## src/rtl/override_arbiter.sv

```systemverilog
// Round-robin override arbiter owning a register whose field can be taken over by one
// requester at a time, with an optional hold timeout and a mandatory idle cycle after release.
module override_arbiter #(
    parameter int NREQ      = 4,
    parameter int WIDTH     = 32,
    parameter int FIELD_LSB = 0,
    parameter int FIELD_W   = 4,
    parameter int MAX_HOLD  = 0
) (
    input  logic                      clock,
    input  logic                      reset_n,
    input  logic                      bg_valid,
    input  logic [WIDTH-1:0]          bg_data,
    input  logic [NREQ-1:0]           req,
    input  logic [NREQ*FIELD_W-1:0]   req_data,
    output logic [NREQ-1:0]           grant,
    output logic                      override_active,
    output logic                      timeout,
    output logic [WIDTH-1:0]          value
);

    localparam int PTR_W      = (NREQ > 1) ? $clog2(NREQ) : 1;
    localparam int CNT_W      = (MAX_HOLD > 1) ? $clog2(MAX_HOLD + 1) : 1;
    localparam int CNT_LAST_I = (MAX_HOLD > 0) ? (MAX_HOLD - 1) : ((1 << CNT_W) - 1);
    localparam logic [CNT_W-1:0] CNT_LAST   = CNT_LAST_I[CNT_W-1:0];
    localparam logic [WIDTH-1:0] FIELD_MASK = ((WIDTH'(1) << FIELD_W) - WIDTH'(1)) << FIELD_LSB;

    typedef enum logic [1:0] {
        IDLE = 2'd0,
        HOLD = 2'd1,
        GAP  = 2'd2
    } state_t;

    state_t             state;
    logic [PTR_W-1:0]   ptr;
    logic [PTR_W-1:0]   owner;
    logic [CNT_W-1:0]   hold_cnt;
    logic [NREQ-1:0]    blocked;

    logic [NREQ-1:0]    eligible;
    logic               found;
    logic [PTR_W-1:0]   winner;
    logic [PTR_W-1:0]   winner_next;
    logic               owner_req;
    logic [FIELD_W-1:0] owner_data;
    logic               hold_done;
    logic [WIDTH-1:0]   bg_next;
    logic [WIDTH-1:0]   field_next;
    logic [WIDTH-1:0]   value_next;

    assign eligible = req & ~blocked;

    // Round-robin scan upward from ptr, wrapping at NREQ-1.
    always_comb begin
        found  = 1'b0;
        winner = '0;
        for (int k = 0; k < NREQ; k++) begin
            if (!found && eligible[(int'(ptr) + k) % NREQ]) begin
                found  = 1'b1;
                winner = PTR_W'((int'(ptr) + k) % NREQ);
            end
        end
    end

    assign winner_next = (winner == PTR_W'(NREQ - 1)) ? '0 : winner + PTR_W'(1);

    always_comb begin
        owner_req  = 1'b0;
        owner_data = '0;
        for (int i = 0; i < NREQ; i++) begin
            if (owner == PTR_W'(i)) begin
                owner_req  = req[i];
                owner_data = req_data[i*FIELD_W +: FIELD_W];
            end
        end
    end

    assign hold_done = (MAX_HOLD != 0) && (hold_cnt == CNT_LAST);

    // The field is frozen on the voluntary-release edge so the last override value survives.
    always_comb begin
        bg_next    = bg_valid ? bg_data : value;
        field_next = bg_next;
        if (state == HOLD) begin
            field_next = owner_req ? (WIDTH'(owner_data) << FIELD_LSB) : value;
        end
        value_next = (bg_next & ~FIELD_MASK) | (field_next & FIELD_MASK);
    end

    always_ff @(posedge clock) begin
        if (!reset_n) begin
            state           <= IDLE;
            ptr             <= '0;
            owner           <= '0;
            hold_cnt        <= '0;
            blocked         <= '0;
            grant           <= '0;
            override_active <= 1'b0;
            timeout         <= 1'b0;
            value           <= '0;
        end else begin
            value   <= value_next;
            timeout <= 1'b0;
            blocked <= blocked & req;
            case (state)
                IDLE: begin
                    if (found) begin
                        state           <= HOLD;
                        owner           <= winner;
                        ptr             <= winner_next;
                        hold_cnt        <= '0;
                        grant           <= NREQ'(1) << winner;
                        override_active <= 1'b1;
                    end
                end
                HOLD: begin
                    if (!owner_req) begin
                        state           <= GAP;
                        grant           <= '0;
                        override_active <= 1'b0;
                    end else if (hold_done) begin
                        // Forced release: owner must drop its request before it can win again.
                        state           <= GAP;
                        grant           <= '0;
                        override_active <= 1'b0;
                        timeout         <= 1'b1;
                        blocked[owner]  <= 1'b1;
                    end else if (hold_cnt != CNT_LAST) begin
                        hold_cnt <= hold_cnt + CNT_W'(1);
                    end
                end
                GAP: begin
                    state <= IDLE;
                end
                default: begin
                    state           <= IDLE;
                    grant           <= '0;
                    override_active <= 1'b0;
                end
            endcase
        end
    end

endmodule

```

## config.mk

```make
export PLATFORM = sky130hd
export DESIGN_NAME = override_arbiter
export DESIGN_NICKNAME = d
export VERILOG_FILES = /design/src/rtl/override_arbiter.sv
export SDC_FILE = /design/constraint.sdc
export NUM_CORES = 1
export LEC_CHECK = 0
export ABC_AREA = 1
export CAP_MARGIN = 20
export CORE_UTILIZATION = 44
export CTS_CLUSTER_DIAMETER = 50
export DETAILED_ROUTE_END_ITERATION = 7
export HOLD_SLACK_MARGIN = 0.15
export PLACE_DENSITY = 0.78
export RECOVER_POWER = 50
export SETUP_SLACK_MARGIN = 0.3
export SYNTH_ARGS = -nofsm -noshare
export SYNTH_HDL_FRONTEND = slang
export SYNTH_SLANG_ARGS = --single-unit
```

## constraint.sdc

```tcl
create_clock -name clock -period 2.6 [get_ports clock]
set_input_delay 0.39 -clock clock [delete_from_list [all_inputs] [get_ports clock]]
set_output_delay 0.39 -clock clock [all_outputs]
set_load 0.005 [all_outputs]
```

==> results of run 1 <==
-- layer usage --
metal	vias up	part of all wire, %
met2	100	45
li1	1172	-
met5	-	0
met3	6	9.4
met4	0	1.2
met1	1010	44
-- synth_stat cells (3+ instances only) --
master    instances  share of area, %
ha_1              4               2.3
a22oi_1           3               1.0
nand3_1          23               5.2
nor2_4            3               1.5
nor2_1           76                13
inv_1            15               2.6
o21ai_0          31               7.0
nand2_2           5               1.4
dfxtp_1          47                43
a21oi_1          10               2.3
buf_1             3              0.51
nand4_1           5               1.4
nand2_1          59                10
clkbuf_1          5              0.85
nand3_2           5               2.3
-- tightest hold or removal path, delay by kind of cell, from the launching register on --
| family | cells | cell delay, ps |
|---|---|---|
| and+or+nand+nor | 2 | 80 |
| DFF | 1 | 320 |
-- final cells by class --
cell class	instances	area (um2)	area share (%)
Clock inverter	3	46.3	1.42
Sequential cell	47	941	28.9
Tap cell	67	83.8	2.57
Inverter	19	78.8	2.42
Multi-Input combinational cell	232	1110	34.1
Clock buffer	5	68.8	2.11
Timing Repair Buffer	94	930	28.5
-- cells by family (layout without fill, tap and decap cells) --
logic type                 after synthesis  after routing  synth area share [%]
buffers and inverters                   32            121                  6.75
adders and majority gates                4              4                  2.27
AOI/OAI and AO/OA                       46             46                  11.1
other                                    1              1                 0.170
and+or+nand+nor                        181            181                  37.0
DFF                                     47             47                  42.7
-- power groups by stage --
| stage | clock [uW] | sequential [uW] | combinational [uW] |
|---|---|---|---|
| 6_report | 549 | 928 | 1170 |
| 5_1_grt | 587 | 948 | 1310 |
| 4_1_cts | 565 | 929 | 1190 |
| 3_5_place_dp | 0 | 945 | 1180 |
| 3_3_place_gp | 0 | 942 | 1150 |
| 2_1_floorplan | 0 | 913 | 825 |
-- per-stage QoR --
| step | instance area [um2] | setup WS, ps | instances |
|---|---|---|---|
| 2_1_floorplan | 2200 | 911 | 311 |
| 3_3_place_gp | 3150 | 328 | 459 |
| 3_5_place_dp | 3150 | 236 | 459 |
| 4_1_cts | 3270 | 550 | 467 |
| 5_1_grt | 3260 | 341 | 467 |
| 6_report | 3260 | 496 | 467 |
-- final timing paths --
path                                              end  slack [ps]
worst min-delay path            blocked[2]$_SDFF_PN0_         440
worst max-delay path              ptr[1]$_SDFFE_PN0P_         500
worst max register to register    ptr[1]$_SDFFE_PN0P_         520
worst min register to register  blocked[2]$_SDFF_PN0_         440
==> impl_metrics.toml, run 1 <==
[clock_tree]
clock_sinks = 47
cts-resized-gates = 0
cts_buffer_depth = 2
holdBufCountCts = 0
insertion_delay_ps = 300
root_buffer = "clkbuf_8"
numCtsBuffers = 5
htree_levels = 2
cts_setup_buffers = 0
tritoncts = "done"
clkTransAtPathRegs_ps = 90

[critical_path]
path_depth = 12
crit_fanout = 4
startpoint = "req[1]"
rr_startpoint = "ptr[0]$_SDFFE_PN0P_"
path_buf_inv = 1
critPathMostFrequentCell = "nand2_1"
worstPathArrival_ps = 2300
cp_slowest_cell = "clkdlybuf4s50_1"
end_kind = "flip-flop"
max_stage_delay_ps = 550
cp.required_ps = 2800
crit_family = "simple AND/OR/NAND/NOR gates"
setup.worst_path.class = "in2reg"
rr_worst_depth = 11
cp_cell_sequence = "clkdlybuf4s50_1, nand3_1, nand2_1, nand2_1, nand2_1, nand2_1, nand3_1, nand2_1, nor2_1, ha_1, o21ai_0, nor2_1"
cp-start-kind = "input pin"

[logic_synthesis]
netlist_instances = 311
ys.flop_type = "dfxtp_1"
syn_area_mm2 = 0.00220
synth_fp_nets = 370
synth-seq-cells = 47
ys_seq_area_share_pct = 42.7
synthArstFlopShare_pct = 0
synth_edf_count = 0
ys.warnings.count = 0
avgSynthCellArea_um2 = 7.09
synth_cell_types = 26

[detailed_routing]
wirelength_mm = 5.78
via_count = 2288
vias_per_cell = 4.90
routedWlPerCell_um = 12.4
dr.pass1.iters = 4
drc = 0
drt_iter0_markers = 81
final_antenna_net_count = 0

[global_route]
grt_first_pass_wirelength_mm = 9.08
grt_use_met1_pct = 29.5
met3_usage_pct = 7.04
antenna_found_initial = 0
grt_max_degree = 32
grt_pass1_vias = 1973
grt-ovfl-total = 0
use_met2_pct = 33.4
grt-busiest-layer = "met2"
track_usage_pct = 21.8

[placement]
dp.final_hpwl_mm = 4.13
place.port_buffers = 91
gp_congestion = 0.862

[cells_and_area]
layout_commonest_cell = "clkdlybuf4s50_1"
n_antenna_cell = 0
layout-drive-gt1-share_pct = 8.25
finalNetCount = 458
final_util_pct = 68.1
syn_to_final_growth_pct = 47.8
n_fill_cell = 402
layout_common_cells = "clkdlybuf4s50_1, nor2_1, nand2_1"

[die]
io_pins = 93
fp.dieW_um = 72.8
initial_utilization_pct = 46.1
die_area_mm2 = 0.00530
row_count = 25
die_y_um = 72.8
core_mm2 = 0.00479

[min_path]
min_from = "blocked[2]$_SDFF_PN0_"
min_path_type = "reg2reg"
min_path_cells = 2

[power]
pwr-share-clk_pct = 20.7
p_switching_uw = 1040
pwr-share-seq_pct = 35.0
peakVddDrop_mv = 0.551
intPower_uw = 1600
power_density_mw_per_mm2 = 813
fin_total_pwr_uw = 2650
p_leak_uw = 0.00139
netSwitchingFraction_pct = 39.4
pwr-share-comb_pct = 44.2

[timing]
fin_crit_sh_pct = 80.9
worst_pin_slew_ps = 1220
relSlewSlack_pct = 18.4
slew_violations = 0
final.setup.tns_ps = 0
rsz0062_at_grt = "no"
finalSetupViolations = 0
fin_skew_ps = 6.46
holdWs_ps = 437
clock.fmax_mhz = 475
fin_crit_ps = 2100
final-hold-violation-count = 0

[flow_run]
drv_cap = 0

[status]
outcome = "complete, no violations"
Power figures use the tool's default switching activity.
==> inputs of run 2 (changes only) <==
--- a/config.mk
+++ b/config.mk
@@ -7,11 +7,11 @@
 export LEC_CHECK = 0
 export ABC_AREA = 1
 export CAP_MARGIN = 20
-export CORE_UTILIZATION = 44
+export CORE_UTILIZATION = 38
 export CTS_CLUSTER_DIAMETER = 50
 export DETAILED_ROUTE_END_ITERATION = 7
 export HOLD_SLACK_MARGIN = 0.15
-export PLACE_DENSITY = 0.78
+export PLACE_DENSITY = 0.72
 export RECOVER_POWER = 50
 export SETUP_SLACK_MARGIN = 0.3
 export SYNTH_ARGS = -nofsm -noshare
==> constraint.sdc (replaced) <==
create_clock -name clock -period 1.85 [get_ports clock]
set_input_delay 0.2775 -clock clock [delete_from_list [all_inputs] [get_ports clock]]
set_output_delay 0.2775 -clock clock [all_outputs]
set_load 0.005 [all_outputs]
==> run 2 against run 1 <==
Net effect: sequential cell count did not move; clock skew fell by 2.6 ps; final cell count rose by 5.8%; critical endpoint unchanged; largest cell class unchanged.
==> impl_metrics.toml, run 2 (synthesis results as in run 1) <==
[critical_path]
worstPathArrival_ps = 2030
setup.worst_path.class = "reg2reg"
reg2reg_slack_ps = 10
cp.required_ps = 2040
reg2reg_to = "ptr[1]$_SDFFE_PN0P_"
cp-start-kind = "flip-flop"
rr_worst_depth = 13
crit_fanout = 9
rr_startpoint = "ptr[0]$_SDFFE_PN0P_"
end_kind = "flip-flop"

[clock_tree]
clock_sinks = 47
insertion_delay_ps = 300
numCtsBuffers = 5
clkTransAtPathRegs_ps = 90
cts_buffer_depth = 2
htree_levels = 2
root_buffer = "clkbuf_8"
tritoncts = "done"
holdBufCountCts = 0

[die]
initial_utilization_pct = 39.8
core_mm2 = 0.00554
io_pins = 93
fp.dieW_um = 78.2
row_count = 27
die_y_um = 78.2
die_area_mm2 = 0.00611

[detailed_routing]
dr.pass1.iters = 4
vias_per_cell = 4.92
wirelength_mm = 6.44
drc = 0
via_count = 2430
drt_iter0_markers = 84
routedWlPerCell_um = 13.0
final_antenna_net_count = 0

[timing]
fin_crit_sh_pct = 99.5
rsz0062_at_grt = "yes"
fin_skew_ps = 3.89
final-hold-violation-count = 0
fin_ws_ps = 9.68
clock.fmax_mhz = 543
slew_violations = 0
worst_pin_slew_ps = 523
finalSetupViolations = 0
fin_crit_ps = 1840
relSlewSlack_pct = 65.1
final.setup.tns_ps = 0

[cells_and_area]
finalNonFillerCells = 494
finalNetCount = 481
layout-drive-gt1-share_pct = 19.4
final_area_mm2 = 0.00358
n_fill_cell = 478
final_util_pct = 64.6
syn_to_final_growth_pct = 62.4
layout_common_cells = "clkdlybuf4s50_1, nor2_1, nand2_1"
n_antenna_cell = 0
layout_commonest_cell = "clkdlybuf4s50_1"

[placement]
dp.final_hpwl_mm = 4.43
dp.cells = 479
place.port_buffers = 91
pre_cts_slack_ps = -311
gp_congestion = 0.826
placed_area_mm2 = 0.00331

[flow_run]
drv_cap = 0

[global_route]
grt_first_pass_wirelength_mm = 10.6
grt-ovfl-total = 0
track_usage_pct = 21.7
antenna_found_initial = 0
grt_pass1_vias = 2291
grt_max_degree = 32

[power]
peakVddDrop_mv = 0.685
power_density_mw_per_mm2 = 1230
p_leak_uw = 0.00153

[min_path]
hold_path_end = "blocked[0]$_SDFF_PN0_"
min_path_type = "in2reg"
min_path_cells = 4
min_from = "req[0]"

[status]
outcome = "complete, no violations"
[run 2: cell count changes in the layout (fill, tap and decap cells not counted), sizes merged]
cell,change
dlygate4sd2,+3
dlymetal6s2s,+1
clkinv,+2
inv,-1
bufinv,-1
dlygate4sd3,-4
clkinvlp,-1
buf,+23
[run 2: critical path, cell delays in order, from the launching register on]
cell and delay (ps):
dfxtp_2 340, buf_12 140, inv_8 80, nand2_2 50, nand2_2 90, nand3_2 100
nand2_4 110, nand2_2 60, nand3_1 80, nand2_2 80, nor2_4 170, ha_4 230
o21ai_2 130, nor2_1 70
[run 2: timing repair]
item	CTS	global route
pin swaps	16	10
setup endpoints to repair	9	14
setup buffers	6	2
resized for setup	19	15
cloned	0	0
[run 2: power by group]
| part | internal [uW] | leakage, uW | total, uW | switching (uW) |
|---|---|---|---|---|
| Clock | 259 | 0.0000440 | 612 | 353 |
| Combinational | 1180 | 0.00109 | 2510 | 1320 |
| Sequential | 1170 | 0.000390 | 1290 | 121 |
| Total | 2610 | 0.00153 | 4410 | 1800 |
[run 2: per-stage QoR]
step,hold WS [ps],power [uW]
final,411,4410
after global routing,417,4740
after CTS,389,4220
after detailed placement,428,3290
after global placement,422,3250
after floorplan,391,2520
[run 2: worst max path at each step]
stage | endpoint | from | cells past startpoint
2_1_floorplan | ptr[1]$_SDFFE_PN0P_ | ptr[0]$_SDFFE_PN0P_ | 13
3_3_place_gp | ptr[1]$_SDFFE_PN0P_ | req[2] | 12
3_5_place_dp | ptr[1]$_SDFFE_PN0P_ | req[2] | 12
4_1_cts | grant[2]$_SDFFE_PN0P_ | ptr[0]$_SDFFE_PN0P_ | 14
5_1_grt | ptr[1]$_SDFFE_PN0P_ | ptr[0]$_SDFFE_PN0P_ | 13
6_report | ptr[1]$_SDFFE_PN0P_ | ptr[0]$_SDFFE_PN0P_ | 13
[run 2: final cells by class]
class	instances	area [um2]	share of cell area, %
multi-input combinational	232	1260	35.2
tap	72	90.1	2.52
clock buffer	5	68.8	1.92
inverter	19	81.3	2.27
sequential	47	946	26.4
timing repair buffer	117	1120	31.3
clock inverter	2	13.8	0.384
[run 2: metal layers]
metal	vias to the layer above	global-route usage (%)	share of wire [%]
met5	-	0	0
met4	0	6.30	2.0
met3	13	7.33	6.8
met2	72	36.6	48
met1	1125	26.2	43
li1	1220	-	-
